File: src/rtl/pulse_cdc_pkg.sv
// Shared types and parameter limits for the pulse_cdc scheduler and its round-robin picker.
package pulse_cdc_pkg;

  typedef enum logic [1:0] {
    IDLE    = 2'd0,
    LAUNCH  = 2'd1,
    HOLDOFF = 2'd2
  } state_t;

  localparam int GAP_MIN = 1;

  function automatic bit params_ok(input int n, input int gap);
    return (n >= 2) && (gap >= GAP_MIN);
  endfunction

endpackage

File: src/rtl/pulse_cdc_rr_pick.sv
// Round-robin winner select over a request vector, starting after ptr; purely combinational (0 cycles).
// No backpressure: the caller decides whether to act on vld/winner.
module pulse_cdc_rr_pick #(
  parameter int N    = 4,
  parameter int ID_W = $clog2(N)
) (
  input  logic [N-1:0]    nz,
  input  logic [ID_W-1:0] ptr,
  output logic            vld,
  output logic [ID_W-1:0] winner
);

  logic [N-1:0] mask;
  logic [N-1:0] masked;
  logic         found;

  // Masked pass covers indices above ptr; the unmasked pass wraps around.
  always_comb begin
    mask   = '0;
    found  = 1'b0;
    winner = '0;
    for (int i = 0; i < N; i++) begin
      mask[i] = (ID_W'(i) > ptr);
    end
    masked = nz & mask;
    vld    = |nz;
    for (int i = 0; i < N; i++) begin
      if (masked[i] && !found) begin
        winner = ID_W'(i);
        found  = 1'b1;
      end
    end
    for (int i = 0; i < N; i++) begin
      if (nz[i] && !found) begin
        winner = ID_W'(i);
        found  = 1'b1;
      end
    end
  end

endmodule

File: src/rtl/pulse_cdc_sched.sv
// Shares one pulse_cdc launch among N requesters; request-to-pulse latency 1 cycle when idle, launches >= GAP+1 apart.
// Requests never stall: they accumulate in saturating counters, overflow is flagged stickily.
module pulse_cdc_sched
  import pulse_cdc_pkg::*;
#(
  parameter  int N     = 4,
  parameter  int CNT_W = 2,
  parameter  int GAP   = 8,
  localparam int ID_W  = $clog2(N)
) (
  input  logic            i_aclk,
  input  logic            i_rst_n,
  input  logic [N-1:0]    i_req_pulse,
  input  logic            i_enable,
  input  logic [N-1:0]    i_ovf_clr,
  output logic            o_pulse_aclk,
  output logic [ID_W-1:0] o_grant_id,
  output logic [N-1:0]    o_overflow,
  output logic            o_busy
);

  localparam int              TMR_W   = $clog2(GAP + 1);
  localparam logic [CNT_W-1:0] CNT_MAX = '1;

  if (!params_ok(N, GAP)) begin : g_bad_params
    $error("pulse_cdc_sched: requires N >= 2 and GAP >= GAP_MIN");
  end

  state_t                    state_q, state_d;
  logic [TMR_W-1:0]          timer_q, timer_d;
  logic [N-1:0][CNT_W-1:0]   cnt_q;
  logic [N-1:0]              nz;
  logic [N-1:0]              dec;
  logic [N-1:0]              ovf_set;
  logic [ID_W-1:0]           ptr_q;
  logic                      pick_vld;
  logic [ID_W-1:0]           pick_id;
  logic                      fire;
  logic                      pulse_q;
  logic [ID_W-1:0]           grant_q;
  logic [N-1:0]              ovf_q;

  always_comb begin
    for (int i = 0; i < N; i++) begin
      nz[i]      = |cnt_q[i];
      dec[i]     = fire && (pick_id == ID_W'(i));
      ovf_set[i] = i_req_pulse[i] && !dec[i] && (cnt_q[i] == CNT_MAX);
    end
  end

  pulse_cdc_rr_pick #(.N(N), .ID_W(ID_W)) u_pick (
    .nz     (nz),
    .ptr    (ptr_q),
    .vld    (pick_vld),
    .winner (pick_id)
  );

  always_comb begin
    state_d = state_q;
    timer_d = timer_q;
    fire    = 1'b0;
    case (state_q)
      IDLE: begin
        if (i_enable && pick_vld) begin
          fire    = 1'b1;
          state_d = LAUNCH;
        end
      end
      LAUNCH: begin
        state_d = HOLDOFF;
        timer_d = TMR_W'(GAP);
      end
      HOLDOFF: begin
        // Last holdoff cycle may chain straight into the next launch.
        if (timer_q == TMR_W'(1)) begin
          if (i_enable && pick_vld) begin
            fire    = 1'b1;
            state_d = LAUNCH;
          end else begin
            state_d = IDLE;
          end
        end else begin
          timer_d = timer_q - TMR_W'(1);
        end
      end
      default: state_d = IDLE;
    endcase
  end

  always_ff @(posedge i_aclk or negedge i_rst_n) begin
    if (!i_rst_n) begin
      state_q <= IDLE;
      timer_q <= '0;
      pulse_q <= 1'b0;
      grant_q <= '0;
      ptr_q   <= ID_W'(N - 1);
    end else begin
      state_q <= state_d;
      timer_q <= timer_d;
      pulse_q <= fire;
      if (fire) begin
        grant_q <= pick_id;
        ptr_q   <= pick_id;
      end
    end
  end

  // Simultaneous increment and decrement cancel out.
  always_ff @(posedge i_aclk or negedge i_rst_n) begin
    if (!i_rst_n) begin
      cnt_q <= '0;
      ovf_q <= '0;
    end else begin
      for (int i = 0; i < N; i++) begin
        if (i_req_pulse[i] && !dec[i] && (cnt_q[i] != CNT_MAX)) begin
          cnt_q[i] <= cnt_q[i] + CNT_W'(1);
        end else if (!i_req_pulse[i] && dec[i]) begin
          cnt_q[i] <= cnt_q[i] - CNT_W'(1);
        end
      end
      ovf_q <= ovf_set | (ovf_q & ~i_ovf_clr);
    end
  end

  assign o_pulse_aclk = pulse_q;
  assign o_grant_id   = grant_q;
  assign o_overflow   = ovf_q;
  assign o_busy       = (state_q != IDLE) || (|nz);

endmodule

File: config.mk
export PLATFORM = sky130hd
export DESIGN_NAME = pulse_cdc_sched
export DESIGN_NICKNAME = d
export VERILOG_FILES = /design/src/rtl/pulse_cdc_pkg.sv /design/src/rtl/pulse_cdc_rr_pick.sv /design/src/rtl/pulse_cdc_sched.sv
export SDC_FILE = /design/constraint.sdc
export NUM_CORES = 1
export LEC_CHECK = 0
export ABC_CLOCK_PERIOD_IN_PS = 3500
export BUFFER_PORTS_ARGS = -buffer_cell sky130_fd_sc_hd__buf_4
export CORE_MARGIN = 1.5
export CORE_UTILIZATION = 50
export CTS_BUF_LIST = sky130_fd_sc_hd__clkbuf_4 sky130_fd_sc_hd__clkbuf_8
export DETAILED_ROUTE_END_ITERATION = 16
export PLACE_DENSITY = 0.82
export SLEW_MARGIN = 20
export SYNTH_ARGS = -nofsm -noshare
export SYNTH_HDL_FRONTEND = slang
export SYNTH_SLANG_ARGS = --single-unit
File: constraint.sdc
create_clock -name i_aclk -period 3.5 [get_ports i_aclk]
set_clock_uncertainty 0.2 [all_clocks]
set_input_delay 0.525 -clock i_aclk [delete_from_list [all_inputs] [get_ports i_aclk]]
set_output_delay 0.525 -clock i_aclk [all_outputs]
set_load 0.02 [all_outputs]
==> key figures <==
Min path
  – Number of cells on the worst hold path: 2
  – End of the worst hold path: o_overflow[0]$_DFF_PN0_
  – Hold_sp: i_ovf_clr[0]
  – Type of the tightest min-delay check: input port to flip-flop

Drt
  – Average wire per standard cell: 13.4 microns
  – Total detailed-routing wirelength: 2.43 mm
  – Total number of vias: 1051
  – Via-to-Cell Ratio: 5.81
  – Final ANT Viol Nets: 0
  – DR pass1 iterations: 4
  – Initial detailed-routing violation count: 8
  – DRC violation count after routing: 0

Yosys
  – Nets in the synthesized netlist: 144
  – EDFF count, synth: 0
  – Most frequent cells after synthesis: 21 x dfrtp_1, 13 x inv_1, 11 x nand2_1, 11 x o21ai_0, 10 x nor2_1
  – Xor-xnor portion of the synthesized cell area: 2.83%
  – Share of the synthesized area in the top cell type: 42.4%
  – Count of state elements after synthesis: 23
  – Average cell area after synthesis: approximately 9.5 sq um
  – Dominant cells by area after synthesis: dfrtp_1 42%, o21ai_0 4.4%, dfstp_2 4.2%
  – Share of async-settable or async-resettable flops after synthesis: between 90% and 100%
  – Warning count from the yosys run: 0
  – Distinct cell type count of the synthesized netlist: 40
  – Share of synthesized cell area in and, or, nand and nor gates: 21.6%
  – Cell count after synthesis: approximately 130
  – Post-synthesis compound-gate area fraction: 19.9%
  – Summed instance area of the synthesized netlist: 1240 sq um
  – Mux cell area share after synthesis: 2.42%
  – Sequential share of the synthesized area: 46.7%
  – Area share of fa/ha/maj cells after synthesis: under 10%
  – Count leader, synth: dfrtp_1
  – Largest area contributor in the netlist: dfrtp_1
  – Largest family of logic cells by synthesized area: simple AND/OR/NAND/NOR gates
  – Top_reg_cell synth: dfrtp_1

Power and ir drop
  – Power consumption: about 0.001 W
  – Sequential cell fraction of total power: 45.0%
  – P per Cell Area: 707 nW/um^2
  – Leakage dissipation: 0.619 nW
  – Switching power total: 0.000412 W
  – Net switching share of the total power: roughly two fifths
  – Clock share of power: between 10 and 15%
  – Cell Int Power: approximately 0.0006 W
  – Part of the power in combinational logic: between 40% and 50%
  – VDD IR max: just under 0.0005 V

Setup path
  – Worst setup EP type: flip-flop
  – Endpoint of the lowest-slack register-to-register path: cnt_q[0]$_DFFE_PN0P_
  – Setup slack of the worst register-to-register path: 0.76 ns
  – CP bufs+invs: 2
  – Worst-path cell chain: inv_1 > ha_1 > nor3b_1 > o211a_1 > inv_1 > or3b_4 > or3b_1 > o211a_1
  – Critical path startpoint category: flip-flop
  – Highest net fanout along the worst path: 5
  – Slowest cell on the critical path: nor3b_1
  – Data arrival time of the critical path: 2.74 ns
  – Worst path max stage delay: 0.46 ns
  – Start of the worst register-to-register path: timer_q[1]$_DFFE_PN0P_
  – Worst Reg-to-Reg Cells: 8
  – WP data required: 3.51 ns
  – Crit Path Category: flip-flop to flip-flop
  – Family with the most delay on the worst path: simple AND/OR/NAND/NOR gates

Finish
  – Area of the multi-input gates: 604 sq um
  – Register area: 578 sq um
  – Fill cells: between 200 and 250
  – Fraction of layout cells with a size suffix above 1: between 10% and 20%
  – Final core utilization: between 60 and 70%
  – Number of nets at the end of the flow: 167
  – Number of diodes added for antenna fixing: 0
  – Signed area change from the synthesized netlist to the final layout: 16.7%
  – Count of placed standard cells in the final layout, fillers left out: 181
  – Final non-filler cell area: about 1400 sq um

Timing
  – Worst slew slack as a fraction of its limit: 59.2%
  – Fin crit share: 78.1%
  – RSZ-0062 raised after global routing: false
  – Setup TNS after final layout: 0 ns
  – Min Clock Period, post-route: 2.74 ns
  – Fmax: roughly 370 MHz
  – Pins Over Slew Limit: 0
  – Final setup vio count: 0
  – Measured slew at the worst slew-check pin: 0.606 ns
  – Hold violation total from the final report: 0

Floorplanning
  – Die boundary height: 52.8 microns
  – I/O Pins: 19
  – Area of the core: 2280 sq um
  – Die extent in x: 52.8 microns
  – Total number of placement rows: 17
  – Die ar.: 2790 sq um
  – Initial core utilization: between 50% and 60%

GRT
  – Number of antenna violations at the first check in global routing: 0
  – Pin count of the biggest net entering global routing: 24
  – Global-route wire length before repair: 4.22 mm
  – Vias in the first global route: 963
  – GRT Util Overall: 20.9%
  – Leftover overflow at the end of global routing: 0

CTS
  – Root buffer cell: clkbuf_4
  – CTS tree: built
  – # Post-CTS Setup Buffers: 0
  – Maximum buffer depth of the clock tree: 2
  – Later-pin clock latency in the skew report: 0.31 ns
  – Clock buffers created by TritonCTS: 3
  – Clock transition time at the flip-flop clock pins of the worst setup and hold paths: 0.11 ns
  – H-tree levels: 1
  – Clock tree sinks: 23

Status
  – Status: finished clean

Placed design
  – Global placement routability congestion: roughly 0.77
  – Half-perimeter wire length of the detailed placement result: 1.81 mm
  – Total placed instance area: 1410 sq um
  – I/O Buffers: 18
  – Total instance count after detailed placement: 176

Job
  – Max cap viols: 0
[stage by stage]
step | hold WS (ns) | worst slack [ns]
after floorplan | 0.0294 | 1.06
after global placement | 0.236 | 0.969
after detailed placement | 0.234 | 0.823
after CTS | 0.170 | 0.793
after global routing | 0.165 | 0.594
final | 0.177 | 0.765
[worst max-delay path by stage]
stage	startpoint	end	slack [ns]	depth (start not counted)
CTS	timer_q[1]$_DFFE_PN0P_	cnt_q[0]$_DFFE_PN0P_	0.79	8
global route	timer_q[1]$_DFFE_PN0P_	cnt_q[0]$_DFFE_PN0P_	0.59	8
detailed placement	timer_q[1]$_DFFE_PN0P_	cnt_q[0]$_DFFE_PN0P_	0.82	8
finish	timer_q[1]$_DFFE_PN0P_	cnt_q[0]$_DFFE_PN0P_	0.76	8
floorplan	timer_q[1]$_DFFE_PN0P_	cnt_q[0]$_DFFE_PN0P_	1.06	8
global placement	timer_q[1]$_DFFE_PN0P_	cnt_q[0]$_DFFE_PN0P_	0.97	8
[metal layers]
layer / track usage, % / wire length, microns / vias to the layer above
met5: 0 / 0 / -
met4: 6.41 / 16 / 0
met3: 5.14 / 75 / 2
met2: 36.9 / 1240 / 14
met1: 24.9 / 1100 / 519
li1: - / - / 516
[layout by cell type (no fill, tap or decap), types with 2 or more instances in the layout]
| cell type | Yosys | layout |
|---|---|---|
| nor3_1 | 2 | 2 |
| o211a_1 | 4 | 4 |
| xor2_1 | 2 | 2 |
| nand4_1 | 2 | 2 |
| nor4_1 | 3 | 3 |
| o21ai_0 | 11 | 11 |
| o21ai_1 | 2 | 2 |
| nor2_1 | 10 | 10 |
| nand2_1 | 11 | 11 |
| o211ai_1 | 2 | 2 |
| a21oi_1 | 4 | 4 |
| inv_1 | 13 | 13 |
| buf_4 | 0 | 18 |
| o22ai_1 | 4 | 4 |
| and2_1 | 4 | 4 |
| clkbuf_4 | 0 | 4 |
| xnor2_1 | 2 | 2 |
| nand2b_1 | 2 | 2 |
| mux2i_1 | 3 | 3 |
| nand3b_1 | 3 | 3 |
| dfrtp_1 | 21 | 21 |
| ha_1 | 2 | 2 |
| nand3_1 | 2 | 2 |
| dfstp_2 | 2 | 2 |
| or3b_2 | 2 | 2 |
| a32o_1 | 2 | 2 |
[layout make-up]
| cell class | instances | share of cell area [%] |
|---|---|---|
| well taps | 28 | 2.42 |
| inverters | 14 | 3.64 |
| flip-flops and latches | 23 | 40.0 |
| multi-input cells | 93 | 41.8 |
| clock buffers | 4 | 2.08 |
| repair buffers | 19 | 10.0 |
[sequential cells by signal (all words and copies together) (netlist names)]
register	flops
state_q	2
o_overflow	4
cnt_q	8
o_pulse_aclk	1
o_grant_id	2
timer_q	4
ptr_q	2
[repair_timing]
item	4_1_cts	5_1_grt
gates resized for setup	0	0
hold buffers	1	0
hold endpoints to repair	21	0
[cells by family after synthesis]
group / Yosys count
simple gates: 48
mux: 3
fa+ha+maj: 2
flops: 23
buf+inv: 15
xor+xnor: 4
compound gates: 36
[worst reg2reg max path, cell delays in order, from the launching register on]
cell	delay [ns]
dfrtp_1	0.44
inv_1	0.12
ha_1	0.20
nor3b_1	0.46
o211a_1	0.26
inv_1	0.06
or3b_4	0.42
or3b_1	0.36
o211a_1	0.13
[power groups by stage]
stage          sequential, W  combinational [W]  clock, W
2_1_floorplan       0.000468           0.000288         0
3_3_place_gp        0.000452           0.000416         0
3_5_place_dp        0.000461           0.000434         0
4_1_cts             0.000456           0.000437  0.000132
5_1_grt             0.000474           0.000487  0.000144
6_report            0.000459           0.000435  0.000128
No activity file was read; power rests on OpenSTA's default activity.
